## src/rtl/fpu_pkg.sv

```systemverilog
// Shared types and constants for the FP issue sequencer and its local compare unit.
package fpu_pkg;

  typedef enum logic [3:0] {
    OP_FADD     = 4'b0000,
    OP_FSUB     = 4'b0001,
    OP_FMUL     = 4'b0010,
    OP_FDIV     = 4'b0011,
    OP_FCVT_S_W = 4'b0100,
    OP_FCVT_W_S = 4'b0101,
    OP_FEQ      = 4'b0110,
    OP_FLT      = 4'b0111,
    OP_FLE      = 4'b1000
  } fpu_op_e;

  typedef enum logic [2:0] {
    IDLE  = 3'd0,
    SEND  = 3'd1,
    WAIT  = 3'd2,
    LOCAL = 3'd3,
    RESP  = 3'd4
  } fpu_state_e;

  localparam logic [7:0]  EXP_MAX  = 8'hFF;
  localparam logic [22:0] MANT_ZERO = 23'h0;
  localparam logic [30:0] MAG_ZERO = 31'h0;

  function automatic logic is_nan(input logic [31:0] f);
    return (f[30:23] == EXP_MAX) && (f[22:0] != MANT_ZERO);
  endfunction

endpackage

```

## src/rtl/fpu_compare.sv

```systemverilog
// Combinational feq/flt/fle on IEEE-754 singles; NaN forces false, signed zeros are equal.
module fpu_compare
  import fpu_pkg::*;
(
  input  logic [31:0] a,
  input  logic [31:0] b,
  input  logic [3:0]  op,
  output logic        r
);

  logic any_nan;
  logic zero_both;
  logic eq;
  logic lt;

  always_comb begin
    any_nan   = is_nan(a) || is_nan(b);
    zero_both = (a[30:0] == MAG_ZERO) && (b[30:0] == MAG_ZERO);
    eq        = zero_both || (a == b);

    // Sign-magnitude ordering: for two negatives the larger magnitude is smaller.
    if (zero_both)
      lt = 1'b0;
    else if (a[31] != b[31])
      lt = a[31];
    else if (a[31])
      lt = a[30:0] > b[30:0];
    else
      lt = a[30:0] < b[30:0];

    r = 1'b0;
    if (op == OP_FEQ)
      r = eq;
    else if (op == OP_FLT)
      r = lt;
    else if (op == OP_FLE)
      r = lt || eq;

    if (any_nan)
      r = 1'b0;
  end

endmodule

```

## src/rtl/fpu_issue.sv

```systemverilog
// Sequencer between the execute stage and fpu_controller: request latch, stb/ack
// operand handshake, result collection, local compares and a valid/ready response.
module fpu_issue
  import fpu_pkg::*;
#(
  parameter int CYCLE_CNT_W = 16
) (
  input  logic                   clk,
  input  logic                   reset_n,

  input  logic                   req_valid,
  output logic                   req_ready,
  input  logic [3:0]             req_op,
  input  logic [31:0]            req_a,
  input  logic [31:0]            req_b,

  output logic                   rsp_valid,
  input  logic                   rsp_ready,
  output logic [31:0]            rsp_data,
  output logic                   rsp_illegal,
  output logic [CYCLE_CNT_W-1:0] rsp_cycles,

  output logic [3:0]             fpu_op,
  output logic [31:0]            fpu_in1,
  output logic [31:0]            fpu_in2,
  output logic                   fpu_in1_stb,
  output logic                   fpu_in2_stb,
  input  logic                   fpu_in1_ack,
  input  logic                   fpu_in2_ack,
  input  logic [31:0]            fpu_out,
  input  logic                   fpu_out_stb,
  output logic                   fpu_out_ack
);

  fpu_state_e             state;
  logic [3:0]             op_q;
  logic [31:0]            a_q;
  logic [31:0]            b_q;
  logic                   got1;
  logic                   got2;
  logic                   stb_q;
  logic                   rsp_valid_q;
  logic [31:0]            rsp_data_q;
  logic                   rsp_illegal_q;
  logic [CYCLE_CNT_W-1:0] cyc_q;

  logic                   got1_n;
  logic                   got2_n;
  logic                   is_cmp;
  logic                   cmp_r;
  logic [CYCLE_CNT_W-1:0] cyc_inc;

  fpu_compare u_compare (
    .a  (a_q),
    .b  (b_q),
    .op (op_q),
    .r  (cmp_r)
  );

  always_comb begin
    got1_n  = got1 || fpu_in1_ack;
    got2_n  = got2 || fpu_in2_ack;
    is_cmp  = (op_q == OP_FEQ) || (op_q == OP_FLT) || (op_q == OP_FLE);
    cyc_inc = (cyc_q == '1) ? cyc_q : cyc_q + CYCLE_CNT_W'(1);
  end

  // cyc_q holds the index of the current cycle counted from acceptance (cycle 0),
  // so its value after the final busy cycle is the cycle rsp_valid first shows.
  always_ff @(posedge clk or negedge reset_n) begin
    if (!reset_n) begin
      state         <= IDLE;
      op_q          <= 4'b0000;
      a_q           <= 32'h0;
      b_q           <= 32'h0;
      got1          <= 1'b0;
      got2          <= 1'b0;
      stb_q         <= 1'b0;
      rsp_valid_q   <= 1'b0;
      rsp_data_q    <= 32'h0;
      rsp_illegal_q <= 1'b0;
      cyc_q         <= '0;
    end else begin
      case (state)
        IDLE: begin
          if (req_valid) begin
            op_q  <= req_op;
            a_q   <= req_a;
            b_q   <= req_b;
            got1  <= 1'b0;
            got2  <= 1'b0;
            cyc_q <= CYCLE_CNT_W'(1);
            if (req_op <= OP_FDIV) begin
              state <= SEND;
              stb_q <= 1'b1;
            end else begin
              state <= LOCAL;
            end
          end
        end
        SEND: begin
          cyc_q <= cyc_inc;
          if (got1_n && got2_n) begin
            state <= WAIT;
            stb_q <= 1'b0;
            got1  <= 1'b0;
            got2  <= 1'b0;
          end else begin
            got1 <= got1_n;
            got2 <= got2_n;
          end
        end
        WAIT: begin
          cyc_q <= cyc_inc;
          if (fpu_out_stb) begin
            rsp_data_q    <= fpu_out;
            rsp_illegal_q <= 1'b0;
            rsp_valid_q   <= 1'b1;
            state         <= RESP;
          end
        end
        LOCAL: begin
          cyc_q       <= cyc_inc;
          rsp_valid_q <= 1'b1;
          state       <= RESP;
          if (is_cmp) begin
            rsp_data_q    <= {31'b0, cmp_r};
            rsp_illegal_q <= 1'b0;
          end else begin
            rsp_data_q    <= 32'h0;
            rsp_illegal_q <= 1'b1;
          end
        end
        RESP: begin
          if (rsp_ready) begin
            rsp_valid_q <= 1'b0;
            state       <= IDLE;
          end
        end
        default: begin
          state       <= IDLE;
          stb_q       <= 1'b0;
          rsp_valid_q <= 1'b0;
        end
      endcase
    end
  end

  assign req_ready   = (state == IDLE);
  assign rsp_valid   = rsp_valid_q;
  assign rsp_data    = rsp_data_q;
  assign rsp_illegal = rsp_illegal_q;
  assign rsp_cycles  = cyc_q;
  assign fpu_op      = op_q;
  assign fpu_in1     = a_q;
  assign fpu_in2     = b_q;
  assign fpu_in1_stb = stb_q;
  assign fpu_in2_stb = stb_q;
  // Result ack is only meaningful while waiting; stray strobes elsewhere are ignored.
  assign fpu_out_ack = (state == WAIT) && fpu_out_stb;

endmodule
```

## config.mk

```make
export PLATFORM = sky130hd
export DESIGN_NAME = fpu_issue
export DESIGN_NICKNAME = d
export VERILOG_FILES = /design/src/rtl/fpu_pkg.sv /design/src/rtl/fpu_compare.sv /design/src/rtl/fpu_issue.sv
export SDC_FILE = /design/constraint.sdc
export NUM_CORES = 1
export LEC_CHECK = 0
export BUFFER_PORTS_ARGS = -buffer_cell sky130_fd_sc_hd__buf_2
export CAP_MARGIN = 20
export CORE_MARGIN = 2
export CORE_UTILIZATION = 49
export CTS_CLUSTER_SIZE = 24
export DETAILED_ROUTE_END_ITERATION = 7
export PLACE_DENSITY_LB_ADDON = 0.05
export SYNTH_ARGS = -nofsm -noshare
export SYNTH_HDL_FRONTEND = slang
export SYNTH_SLANG_ARGS = --single-unit
```

## constraint.sdc

```tcl
create_clock -name clk -period 2.35 [get_ports clk]
set_input_delay 0.235 -clock clk [delete_from_list [all_inputs] [get_ports clk]]
set_output_delay 0.235 -clock clk [all_outputs]
set_load 0.005 [all_outputs]
```

==> run_results.csv <==
group,metric,value,unit
cells_and_area,multi_input_area,0.002638,mm2
clock_network,cts_setup_buffers,0,
setup_path,crit_path_end_kind,"register",
synthesis,ys_warn_count,0,
synthesis,synth_top_area_cell,"dfrtp_1",
clock_network,clock_sinks,124,
cells_and_area,syn2layout_area_growth,35.36,%
clock_network,path_clk_slew,0.06,ns
clock_network,cts_max_level,4,
cells_and_area,fin_area,0.008094,mm2
sta,max_slew_margin,53.23,%
routing,remaining_drc_errors,0,
synthesis,yosysSeqAreaShare,51.89,%
routing,ant_nets,0,
sta,finalMaxSlewViolations,0,
die,core_area,0.01196,mm2
pwr,power_frac_comb,39.9,%
die,start_util,49.99,%
synthesis,avgSynthCellArea,9.431,um2
setup_path,criticalPathCategory,"reg2reg",
synthesis,yosysTopAreaCellShare,51.89,%
die,die_area,0.01310,mm2
routing,vias,5594,
setup_path,crit_slowest_cell,"nor4_1",
sta,clock_skew,0.007280,ns
pwr,power_density,1401,mW/mm2
sta,tightest_slew,0.7016,ns
sta,fin_crit_sh,92.29,%
cells_and_area,seqCellArea,0.003103,mm2
global_route,grt_pass1_vias,5409,
clock_network,clk_path_buf_depth,2,
synthesis,netlist_area,0.005979,mm2
sta,tns,0,ns
routing,vias_per_cell,5.405,
place,post_dp_cell_area,0.007312,mm2
setup_path,arrival,2.45,ns
sta,rsz0062_at_grt,"no",
synthesis,syn_nets,773,
die,rows,40,
setup_path,slowest_delay,0.51,ns
cells_and_area,drive_gt1_share,31.45,%
die,pin_count,229,
setup_path,crit_required,2.63,ns
pwr,total_power,11.34,mW
min_path,hp-class,"in2reg",
cells_and_area,n_fill_cell,961,
synthesis,synthFlopType,"dfrtp_1",
clock_network,clk_latency,0.42,ns
sta,max_freq,461.1,MHz
pwr,p_leak,4.264,nW
setup_path,path_buf_inv,0,
setup_path,startpoint,"fpu_in2[6]$_DFFE_PN0P_",
synthesis,ys_async_sr_fraction,100.0,%
die,fp.dieH,114.5,um
sta,period_needed,2.169,ns
place,dp_hpwl,12610,um
global_route,grt_max_degree,54,
cells_and_area,fin_nets,1013,
min_path,min_from,"req_a[17]",
pwr,ir_worst_vdd,0.6403,mV
synthesis,ys_ff_latch,124,
global_route,antenna_found_initial,1,
place,io_buffers,228,
global_route,grtUsageTotal,26.70,%
pwr,clock_power_share,25.3,%
sta,finalSetupViolCount,0,
global_route,grt-ovfl-total,0,
synthesis,synth_edf_count,0,
routing,wl,17150,um
synthesis,synth_cell_types,51,
die,die_w,114.5,um
pwr,internal-power,7.007,mW
flow_run,cap_violations,0,
sta,hold_viol,0,
pwr,power_switching,4.332,mW
routing,first_pass_iters,5,
place,place_inst,990,
status,status,"complete, no violations",
pwr,seq_power_share,34.8,%
pwr,sw_frac_of_total,38.21,%
routing,wl_per_cell,16.57,um
setup_path,timing.rr.start,"fpu_in2[6]$_DFFE_PN0P_",
setup_path,crit_path_start_kind,"register",
cells_and_area,final_cells,1035,
synthesis,synth_area_leaders,"dfrtp_1 52%, nand2_1 9.9%, ha_1 6.7%",
setup_path,critPathMaxFanout,3,
global_route,grt_first_pass_wirelength,27030,um
place,gp_congestion,0.8961,
clock_network,cts_inserted_buffers,17,
routing,drt_iter0_markers,419,
clock_network,root_buffer,"clkbuf_16",
setup_path,cp_top_family,"simple AND/OR/NAND/NOR gates",
clock_network,cts_tree,"built",
setup_path,path_cells,"nor4_1, nand4_1, or4_1, a21boi_1, a211o_1, o211ai_2",
synthesis,netlist_instances,634,
cell usage after synthesis, drive strengths merged (4+ instances only):
master  instances
nand4          23
buf            15
nor3           10
nand3          10
clkbuf         16
dfrtp         124
ha             32
a211oi          4
o21ai          46
nor2           37
a22o           32
or2             4
xor2            9
a21oi          17
xnor2           4
nor4           16
and3            7
inv            34
nor2b           6
nand2         157
through the flow:
| step | hold slack (ns) | setup WS [ns] | utilization, % |
|---|---|---|---|
| 5_1_grt | 0.008428 | 0.04832 | 67.67 |
| 2_1_floorplan | -0.06059 | 0.4082 | - |
| 3_5_place_dp | 0.3302 | 0.1668 | 61.13 |
| 6_report | 0.01380 | 0.1811 | 67.67 |
| 4_1_cts | 0.0007093 | 0.03433 | 67.55 |
| 3_3_place_gp | 0.3233 | 0.1995 | 61.13 |
final cells by class:
type / count / share of cell area, %
Multi-Input combinational cell: 445 / 32.59
Clock buffer: 19 / 5.349
Inverter: 34 / 1.577
Antenna cell: 1 / 0.03092
Tap cell: 147 / 2.272
Sequential cell: 124 / 38.34
Timing Repair Buffer: 252 / 17.19
Clock inverter: 13 / 2.659
power groups by stage:
| stage | Sequential [mW] | Clock [mW] | Combinational, mW |
|---|---|---|---|
| 6_report | 3.95 | 2.87 | 4.53 |
| 2_1_floorplan | 3.86 | 0 | 2.58 |
| 4_1_cts | 3.94 | 2.90 | 4.54 |
| 3_5_place_dp | 3.96 | 0 | 4.47 |
| 5_1_grt | 4.07 | 3.02 | 5.10 |
| 3_3_place_gp | 3.91 | 0 | 4.37 |
sequential cells by signal (all words and copies together) (netlist names):
signal,cells
fpu_in1,32
fpu_in2,32
fpu_in1_stb,1
got1,1
rsp_illegal,1
rsp_data,32
rsp_valid,1
got2,1
state,3
rsp_cycles,16
fpu_op,4
cells by family (layout without fill, tap and decap cells):
logic type | after synthesis | after routing | synth area share [%]
buffers and inverters | 65 | 318 | 4.373
adder cells (fa/ha/maj) | 32 | 32 | 6.696
flip-flops | 124 | 124 | 51.89
AND/OR/NAND/NOR | 281 | 281 | 21.47
other | 0 | 1 | 0
multiplexers | 2 | 2 | 0.3348
AO/OA/AOI/OAI | 117 | 117 | 13.33
XOR/XNOR | 13 | 13 | 1.904
what timing repair did:
item / CTS / global route
hold buffers: 12 / 0
endpoints found under the hold margin: 60 / 0
endpoints found under the setup margin: 0 / 2
resized for setup: 0 / 2
path summary, 6_finish.rpt:
| kind | endpoint | slack (ns) | depth (start not counted) |
|---|---|---|---|
| min reg2reg | rsp_illegal$_DFFE_PN0P_ | 0.49 | 1 |
| min | fpu_in1[17]$_DFFE_PN0P_ | 0.01 | 3 |
| max | rsp_data[0]$_DFFE_PN0P_ | 0.18 | 6 |
| max in group asynchronous | rsp_data[20]$_DFFE_PN0P_ | 1.29 | 3 |
| min in group asynchronous | fpu_in2[16]$_DFFE_PN0P_ | 0.40 | 2 |
| max reg2reg | rsp_data[0]$_DFFE_PN0P_ | 0.18 | 6 |
metal layers:
| metal | GRT usage [%] | vias to the layer above | wire (um) |
|---|---|---|---|
| li1 | - | 2678 | - |
| met1 | 35.51 | 2643 | 7536 |
| met2 | 42.21 | 243 | 8042 |
| met3 | 6.511 | 30 | 1187 |
| met4 | 10.81 | 0 | 381 |
| met5 | 0 | - | 0 |
worst min-delay path, stage by stage:
cell and delay, ns:
buf_2 0.08, nand2_1 0.04, nand2_1 0.05
cells in the final DEF (no fill, tap or decap), types with 11 or more instances in the layout:
| master | instances |
|---|---|
| buf_2 | 227 |
| nand2_1 | 157 |
| dfrtp_1 | 124 |
| nor2_1 | 35 |
| inv_1 | 34 |
| o21ai_1 | 34 |
| a22o_1 | 32 |
| ha_1 | 32 |
| nand4_1 | 23 |
| a21oi_1 | 17 |
| clkbuf_16 | 17 |
| nor4_1 | 13 |
| dlygate4sd3_1 | 12 |
| o21ai_0 | 11 |
No activity file was read; power rests on OpenSTA's default activity.
